$ cat config.mk
export PLATFORM = sky130hd
export DESIGN_NAME = clp_inst_scheduler
export DESIGN_NICKNAME = d
export VERILOG_FILES = /design/src/rtl/clp_inst_scheduler.sv
export SDC_FILE = /design/constraint.sdc
export NUM_CORES = 1
export LEC_CHECK = 0
export ABC_AREA = 1
export BUFFER_PORTS_ARGS = -buffer_cell sky130_fd_sc_hd__buf_2
export CAP_MARGIN = 10
export CORE_UTILIZATION = 25
export CTS_BUF_LIST = sky130_fd_sc_hd__clkbuf_2
export CTS_CLUSTER_SIZE = 10
export DETAILED_ROUTE_END_ITERATION = 10
export PLACE_DENSITY = 0.53
export REMOVE_ABC_BUFFERS = 1
export SYNTH_ARGS = -nofsm -noshare
export SYNTH_HDL_FRONTEND = slang
export SYNTH_SLANG_ARGS = --single-unit
$ cat constraint.sdc
create_clock -name clk -period 2.5 [get_ports clk]
set_input_delay 0.75 -clock clk [delete_from_list [all_inputs] [get_ports clk]]
set_output_delay 0.75 -clock clk [all_outputs]
set_load 0.01 [all_outputs]
$ cat src/rtl/clp_inst_scheduler.sv
// CLP instruction scheduler: fetches 64-bit instructions, issues them to the decoder/CLP and waits for completion.
// Optional RUN-phase watchdog is enabled by defining WATCHDOG_EN.
module clp_inst_scheduler #(
    parameter int         ADDR_W      = 10,
    parameter logic [6:0] HALT_OPCODE = 7'h7F
) (
    input  logic              clk,
    input  logic              rst,
    input  logic              start,
    input  logic [ADDR_W-1:0] base_addr,
    input  logic [ADDR_W-1:0] inst_count,
    output logic              inst_rd_en,
    output logic [ADDR_W-1:0] inst_rd_addr,
    input  logic [63:0]       inst_rd_data,
    output logic [63:0]       instruction,
    output logic              clp_enable,
    output logic              clp_start,
    input  logic              clp_done,
    output logic              busy,
    output logic              done,
    output logic [ADDR_W-1:0] cur_index,
    output logic              error
);

    typedef enum logic [2:0] {IDLE, FETCH, WAIT, ISSUE, KICK, RUN, FIN} state_t;

    state_t            state;
    logic [ADDR_W-1:0] base_q;
    logic [ADDR_W-1:0] count_q;
    logic [ADDR_W-1:0] index;
    logic [ADDR_W-1:0] next_index;
    logic              launch;

    assign next_index = index + 1'b1;

`ifdef WATCHDOG_EN
    logic [15:0] wd;
`else
    assign error = 1'b0;
`endif

    // Outputs are registered alongside the state they belong to.
    // An accepted start spends one IDLE cycle with busy high before the latched count is examined.
    always_ff @(posedge clk) begin
        if (rst) begin
            state        <= IDLE;
            base_q       <= '0;
            count_q      <= '0;
            index        <= '0;
            launch       <= 1'b0;
            inst_rd_en   <= 1'b0;
            inst_rd_addr <= '0;
            instruction  <= '0;
            clp_enable   <= 1'b0;
            clp_start    <= 1'b0;
            busy         <= 1'b0;
            done         <= 1'b0;
            cur_index    <= '0;
`ifdef WATCHDOG_EN
            wd           <= '0;
            error        <= 1'b0;
`endif
        end else begin
            inst_rd_en <= 1'b0;
            clp_enable <= 1'b0;
            clp_start  <= 1'b0;
            done       <= 1'b0;
            case (state)
                IDLE: begin
                    if (launch) begin
                        launch <= 1'b0;
                        if (count_q == '0) begin
                            state <= FIN;
                            done  <= 1'b1;
                        end else begin
                            state        <= FETCH;
                            inst_rd_en   <= 1'b1;
                            inst_rd_addr <= base_q;
                        end
                    end else if (start) begin
                        launch    <= 1'b1;
                        busy      <= 1'b1;
                        base_q    <= base_addr;
                        count_q   <= inst_count;
                        index     <= '0;
                        cur_index <= '0;
                    end
                end
                FETCH: state <= WAIT;
                WAIT: begin
                    instruction <= inst_rd_data;
                    if (inst_rd_data[63:57] == HALT_OPCODE) begin
                        state <= FIN;
                        done  <= 1'b1;
                    end else begin
                        state      <= ISSUE;
                        clp_enable <= 1'b1;
                    end
                end
                ISSUE: begin
                    state     <= KICK;
                    clp_start <= 1'b1;
                end
                KICK: begin
                    state <= RUN;
`ifdef WATCHDOG_EN
                    wd    <= instruction[22:7];
`endif
                end
                RUN: begin
                    if (clp_done) begin
                        index     <= next_index;
                        cur_index <= next_index;
                        if (next_index == count_q) begin
                            state <= FIN;
                            done  <= 1'b1;
                        end else begin
                            state        <= FETCH;
                            inst_rd_en   <= 1'b1;
                            inst_rd_addr <= base_q + next_index;
                        end
                    end
`ifdef WATCHDOG_EN
                    // A loaded value of 0 never counts, which disables the watchdog.
                    else if (wd != '0) begin
                        wd <= wd - 1'b1;
                        if (wd == 16'd1) begin
                            error <= 1'b1;
                            state <= FIN;
                            done  <= 1'b1;
                        end
                    end
`endif
                end
                FIN: begin
                    state <= IDLE;
                    busy  <= 1'b0;
                end
                default: state <= IDLE;
            endcase
        end
    end

endmodule

==> results of run 1 <==
state kept, by name (all words and copies together) (netlist names):
name	flops
done	1
clp_enable	1
index	10
count_q	10
state	3
inst_rd_addr	10
launch	1
inst_rd_en	1
clp_start	1
base_q	10
busy	1
instruction	64
cells in the mapped netlist, types with 3 or more instances:
cell,count,area (um2)
nor2_1,191,717
dfxtp_1,113,2260
xor2_1,3,26.3
nand2_2,9,56.3
o21ai_0,97,485
nand3_1,40,200
inv_1,63,236
nand4_1,8,50.1
xnor2_1,3,26.3
nor2_2,3,18.8
nand3_2,4,40.0
nor3_1,5,25.0
ha_1,10,125
nand2_1,116,435
a21oi_1,30,150
a31oi_1,4,25.0
clkbuf_1,32,120
stage by stage:
stage,total power [W],TNS (ps),instance area (um2),util [%],worst slack (ps)
2_1_floorplan,0.00445,-180690,5160,-,-2860
3_3_place_gp,0.00554,0,6530,31.9,104
3_5_place_dp,0.00554,0,6530,31.9,36.6
4_1_cts,0.00683,0,6770,33.0,50.3
5_1_grt,0.00733,-10.2,6820,33.3,-10.2
6_report,0.00674,0,6820,33.3,170
cells in the final DEF, fill, tap and decap left out, types with 3 or more instances in the layout:
master / instances
inv_2: 4
xor2_1: 3
nand4_1: 8
buf_12: 3
nor2_2: 3
a31oi_1: 4
nor2_1: 191
clkbuf_2: 18
buf_4: 12
o21ai_0: 96
ha_1: 6
dfxtp_2: 3
buf_2: 176
nor3_1: 3
a21oi_1: 30
xnor2_1: 3
inv_1: 61
nand3_2: 4
dfxtp_1: 109
nand2_1: 116
nand2_2: 9
inv_6: 6
clkinvlp_4: 3
nand3_1: 40
final cells by class:
cell class                      instances  area (um2)  share of cell area (%)
Timing Repair Buffer                  191        1030                    15.1
Multi-Input combinational cell        546        2700                    39.5
Clock inverter                         14         145                    2.13
Clock buffer                           18        90.1                    1.32
Antenna cell                            1        2.50                  0.0367
Sequential cell                       113        2270                    33.3
Inverter                               66         249                    3.65
Tap cell                              270         338                    4.95
where the power goes:
part	internal (W)	switching [W]	total [W]
registers	0.00232	0.000331	0.00265
clock network	0.000398	0.000859	0.00126
logic	0.00102	0.00181	0.00283
total	0.00374	0.00300	0.00674
routing by layer:
metal  part of all wire (%)  GRT usage, %  vias up
li1                       -             -     2797
met2                     46          25.9      181
met4                    1.2          4.74        2
met3                    9.8          6.60       12
met5                  0.079             0        -
met1                     43          18.1     2399
repair_timing:
action | in CTS | in global routing
resized for setup | 2 | 10
hold buffers | 0 | 0
endpoints found under the setup margin | 1 | 5
pin swaps | 0 | 1
setup buffers | 0 | 1
worst max-delay path, cell delays in order (launching register included):
cell     delay [ps]
dfxtp_2         380
buf_4           120
nand2_1          80
nor2_4          200
nand2_1          80
nand2_1          90
nand2_2          90
ha_1            340
inv_1           120
o21ai_0          80
a31oi_1         190
nand2_1          70
nand2_1          60
nand3_1          60
nand2_1          70
nand4_1         110
a21oi_2         150
cells by family (layout without fill, tap and decap cells):
kind of cell,Yosys count,after routing,share of synthesized area [%]
buffers and inverters,100,289,7.20
AO/OA/AOI/OAI,137,137,13.4
other,1,2,0.0708
AND/OR/NAND/NOR,391,391,32.9
flip-flops,113,113,42.7
adder cells (fa/ha/maj),11,11,2.74
XOR/XNOR,6,6,0.992
final timing paths:
path                     endpoint  slack (ps)
setup / recovery  inst_rd_addr[8]         170
hold reg to reg   inst_rd_addr[8]         500
setup reg to reg  inst_rd_addr[8]         170
hold / removal    instruction[10]         240
==> qor.csv, run 1 <==
metric;value;unit
outcome;completed;
Worst EP arrival;2950;ps
dpl cells;1185;
GRT Total Usage;15.6;%
Filler Cell Count;2238;
final-report hold violation count;0;
die height;148;um
First-pass DRT Iterations;4;
worst hold slack;243;ps
Critical Path Source Type;flop;
Worst Setup SP;index[1];
Req. time, crit path;3120;ps
worst hold stages;3;
fin. max-slew vios;0;
post-synth cell types;40;
Static Leak;3.47;nW
Port Buffer Count;176;
vias in the first global route;5225;
row count;52;
Detailed Route WL;16.6;mm
starting density of the core;25.8;%
CP Capture Type;flop;
Clock Pin Slew Worst Setup and Hold Paths;240;ps
Most used DFF post-synth;dfxtp_1;
nets;1034;
Avg Synthesized Cell Area;6.98;um2
sequential share of the synthesized area;42.7;%
EDFF count, synth;0;
Iter 0 DRT Violations;199;
routed len/inst;13.6;um
Max transition margin;65.7;%
asr flop ratio synth;0;%
via count;5391;
GPL Wtd Cong;0.828;
Max-Cap Viols;0;
die area;0.0218;mm2
Max Fanout on Critical Path;6;
remaining global-route overflow;0;
CTS buffer count;17;
slew at the pin closest to its max-slew limit;510;ps
synthesized instance count;759;
core box area;0.0205;mm2
highest clock rate;429;MHz
drt via density;4.42;
first-pass GRT wire length;26.6;mm
I/O pin count;178;
Synth Warn #;0;
hold_sp;inst_rd_data[10];
fin crit share;93.2;%
flops & latches, synth;113;
Clock Latency Late Sink;700;ps
CTS Buffer Depth;2;
Hold WC Path Type;input port to flop;
Setup Skew;38.6;ps
Root Buffer;clkbuf_2;
Setup Viol. Count Final;0;
TritonCTS clock tree;built;
Die Width;148;um
initial antenna violation count;2;
worst r2r src;index[1];
worst setup path class;flop to flop;
Layout Cells excl Fill;1219;
Register-to-Register Path Depth;16;
pin count of the biggest net entering global routing;67;
Period minus WS final;2330;ps
CTS sink count;113;
H-tree depth;4;
fraction of layout instances using a drive strength above 1;28.3;%
Cell Area, Synth;0.00530;mm2
pwr/cell area;988;mW/mm2
dpl hpwl;12.1;mm
worst vdd ir;0.000422;V
post-route ant nets;0;
Area Growth Syn to Fin;28.8;%
Remaining DRCs;0;
(Power assumes the default switching activity.)
==> run 2, diff against run 1 <==
PLACE_DENSITY = 0.55   (was 0.53)
==> run 2 against run 1 <==
Net effect:
- critical endpoint unchanged
- cell count hardly changed
- routed wire length is 0.32% lower
- die area stayed put
- fmax is essentially flat
- sequential share of layout area down 0.15 points
- first-iteration DRC count shrank 24%
- combinational power is essentially flat
- non-clock buffer count stayed put
- largest cell class unchanged
- global-route usage rose by 0.077 points
- critical path type unchanged
==> qor.csv, run 2 (same netlist as run 1, synthesis figures left out) <==
metric;value;unit
slew at the pin closest to its max-slew limit;527;ps
I/O pin count;178;
Largest register FFs;64;
Detailed Route WL;16.5;mm
Port Buffer Count;176;
starting density of the core;25.8;%
GRT Total Usage;15.7;%
Remaining DRCs;0;
Filler Cell Count;2251;
drt via density;4.43;
Setup Skew;32.6;ps
Largest Register;instruction;
first-pass GRT wire length;26.6;mm
highest clock rate;429;MHz
Comb pwr share;41.4;%
Req. time, crit path;3100;ps
pin count of the biggest net entering global routing;67;
Max Fanout on Critical Path;6;
CTS hold repair buffers;0;
Switching Power;0.00292;W
initial antenna violation count;1;
die height;148;um
via count;5397;
worst vdd ir;0.000378;V
Clock Latency Late Sink;650;ps
switching share of power;42.8;%
First-pass DRT Iterations;4;
Max-Cap Viols;0;
dpl cells;1185;
core box area;0.0205;mm2
Hold WC Path Type;input port to flop;
CTS sink count;113;
Setup Viol. Count Final;0;
TritonCTS clock tree;built;
GPL Wtd Cong;0.834;
vias in the first global route;5361;
most frequent cells in the layout;nor2_1, buf_2, nand2_1;
Area Growth Syn to Fin;29.2;%
Iter 0 DRT Violations;152;
Critical Path Source Type;flop;
Register-to-Register Path Depth;17;
Die Width;148;um
post-route ant nets;0;
part of the power in registers;39.1;%
CP Capture Type;flop;
Layout Cells excl Fill;1218;
crit path to;inst_rd_addr[8];
Root Buffer;clkbuf_2;
die area;0.0218;mm2
row count;52;
nets;1034;
Clk network pwr share;19.5;%
pwr/cell area;997;mW/mm2
Worst R2R End;inst_rd_addr[8];
CTS Buffer Depth;2;
Clock Pin Slew Worst Setup and Hold Paths;230;ps
H-tree depth;4;
Worst Setup SP;index[1];
fin. max-slew vios;0;
outcome;completed;
most common cell after layout, fill and taps aside;nor2_1;
remaining global-route overflow;0;
FF-to-FF setup slack;170;ps
fraction of layout instances using a drive strength above 1;28.2;%
Pint;0.00390;W
Period minus WS final;2330;ps
routed len/inst;13.5;um
Static Leak;3.47;nW
Pwr Total;0.00682;W
final-report hold violation count;0;
Max transition margin;64.6;%
worst setup path class;flop to flop;
Worst EP arrival;2930;ps
fin crit share;93.2;%
worst r2r src;index[1];
CTS buffer count;17;
dpl hpwl;12.1;mm
run 2: cell types whose count changed in the layout (fill, tap and decap cells not counted), moves of 2 or more:
cell       change
bufinv_16      +2
clkinv_1       +2
clkinv_2       +2
clkinv_4       -2
inv_6          -3
inv_8          -2
run 2: layer usage:
metal / global-route usage, % / wire (um) / vias up
li1: - / - / 2791
met2: 25.4 / 7520 / 185
met1: 18.3 / 7210 / 2403
met4: 5.98 / 368 / 0
met3: 6.54 / 1400 / 18
met5: 0 / 0 / -
run 2: power by group through the flow:
| stage | sequential (W) | combinational, W | clock, W |
|---|---|---|---|
| detailed placement | 0.00269 | 0.00284 | 0 |
| global route | 0.00274 | 0.00323 | 0.00146 |
| finish | 0.00267 | 0.00283 | 0.00133 |
| CTS | 0.00266 | 0.00285 | 0.00138 |
| floorplan | 0.00281 | 0.00163 | 0 |
| global placement | 0.00269 | 0.00284 | 0 |
run 2: critical path, stage by stage (launching register included):
cell,delay [ps]
dfxtp_1,380
buf_4,130
nand2_1,80
nor2_4,190
nand2_1,90
nand2_1,80
nand2_1,60
inv_1,100
ha_1,290
nand2_1,100
nand2_1,70
a31oi_1,180
nand2_1,70
nand2_1,60
nand3_1,60
nand2_1,80
nand4_1,120
a21oi_2,150
run 2: worst min path at each step:
stage          slack, ps  depth (start not counted)             start         endpoint
2_1_floorplan        450                          2         base_q[7]        base_q[7]
3_3_place_gp         470                          2   inst_rd_addr[5]  inst_rd_addr[5]
3_5_place_dp         480                          2   inst_rd_addr[5]  inst_rd_addr[5]
4_1_cts              180                          3  inst_rd_data[30]  instruction[30]
5_1_grt              170                          3  inst_rd_data[28]  instruction[28]
6_report             280                          3  inst_rd_data[22]  instruction[22]
run 2: metrics by stage:
stage	hold WS [ps]	utilization (%)	instance area [um2]	setup slack, ps	setup TNS, ps
floorplan	451	-	5160	-2860	-180690
global placement	471	31.9	6530	111	0
detailed placement	481	31.9	6530	76.9	0
CTS	176	33.1	6780	61.4	0
global route	173	33.4	6850	-68.1	-68.1
finish	279	33.4	6850	169	0
run 2: layout make-up:
type,count,area (um2),area share [%]
inverters,66,249,3.64
flip-flops and latches,113,2270,33.1
well taps,270,338,4.94
diodes,1,2.50,0.0366
clock buffers,17,85.1,1.24
multi-input cells,546,2710,39.6
repair buffers,191,1030,15.1
clock inverters,14,164,2.39
run 2: what timing repair did:
item / CTS / global route
buffers inserted: 0 / 1
setup endpoints to repair: 0 / 5
gates resized for setup: 0 / 13
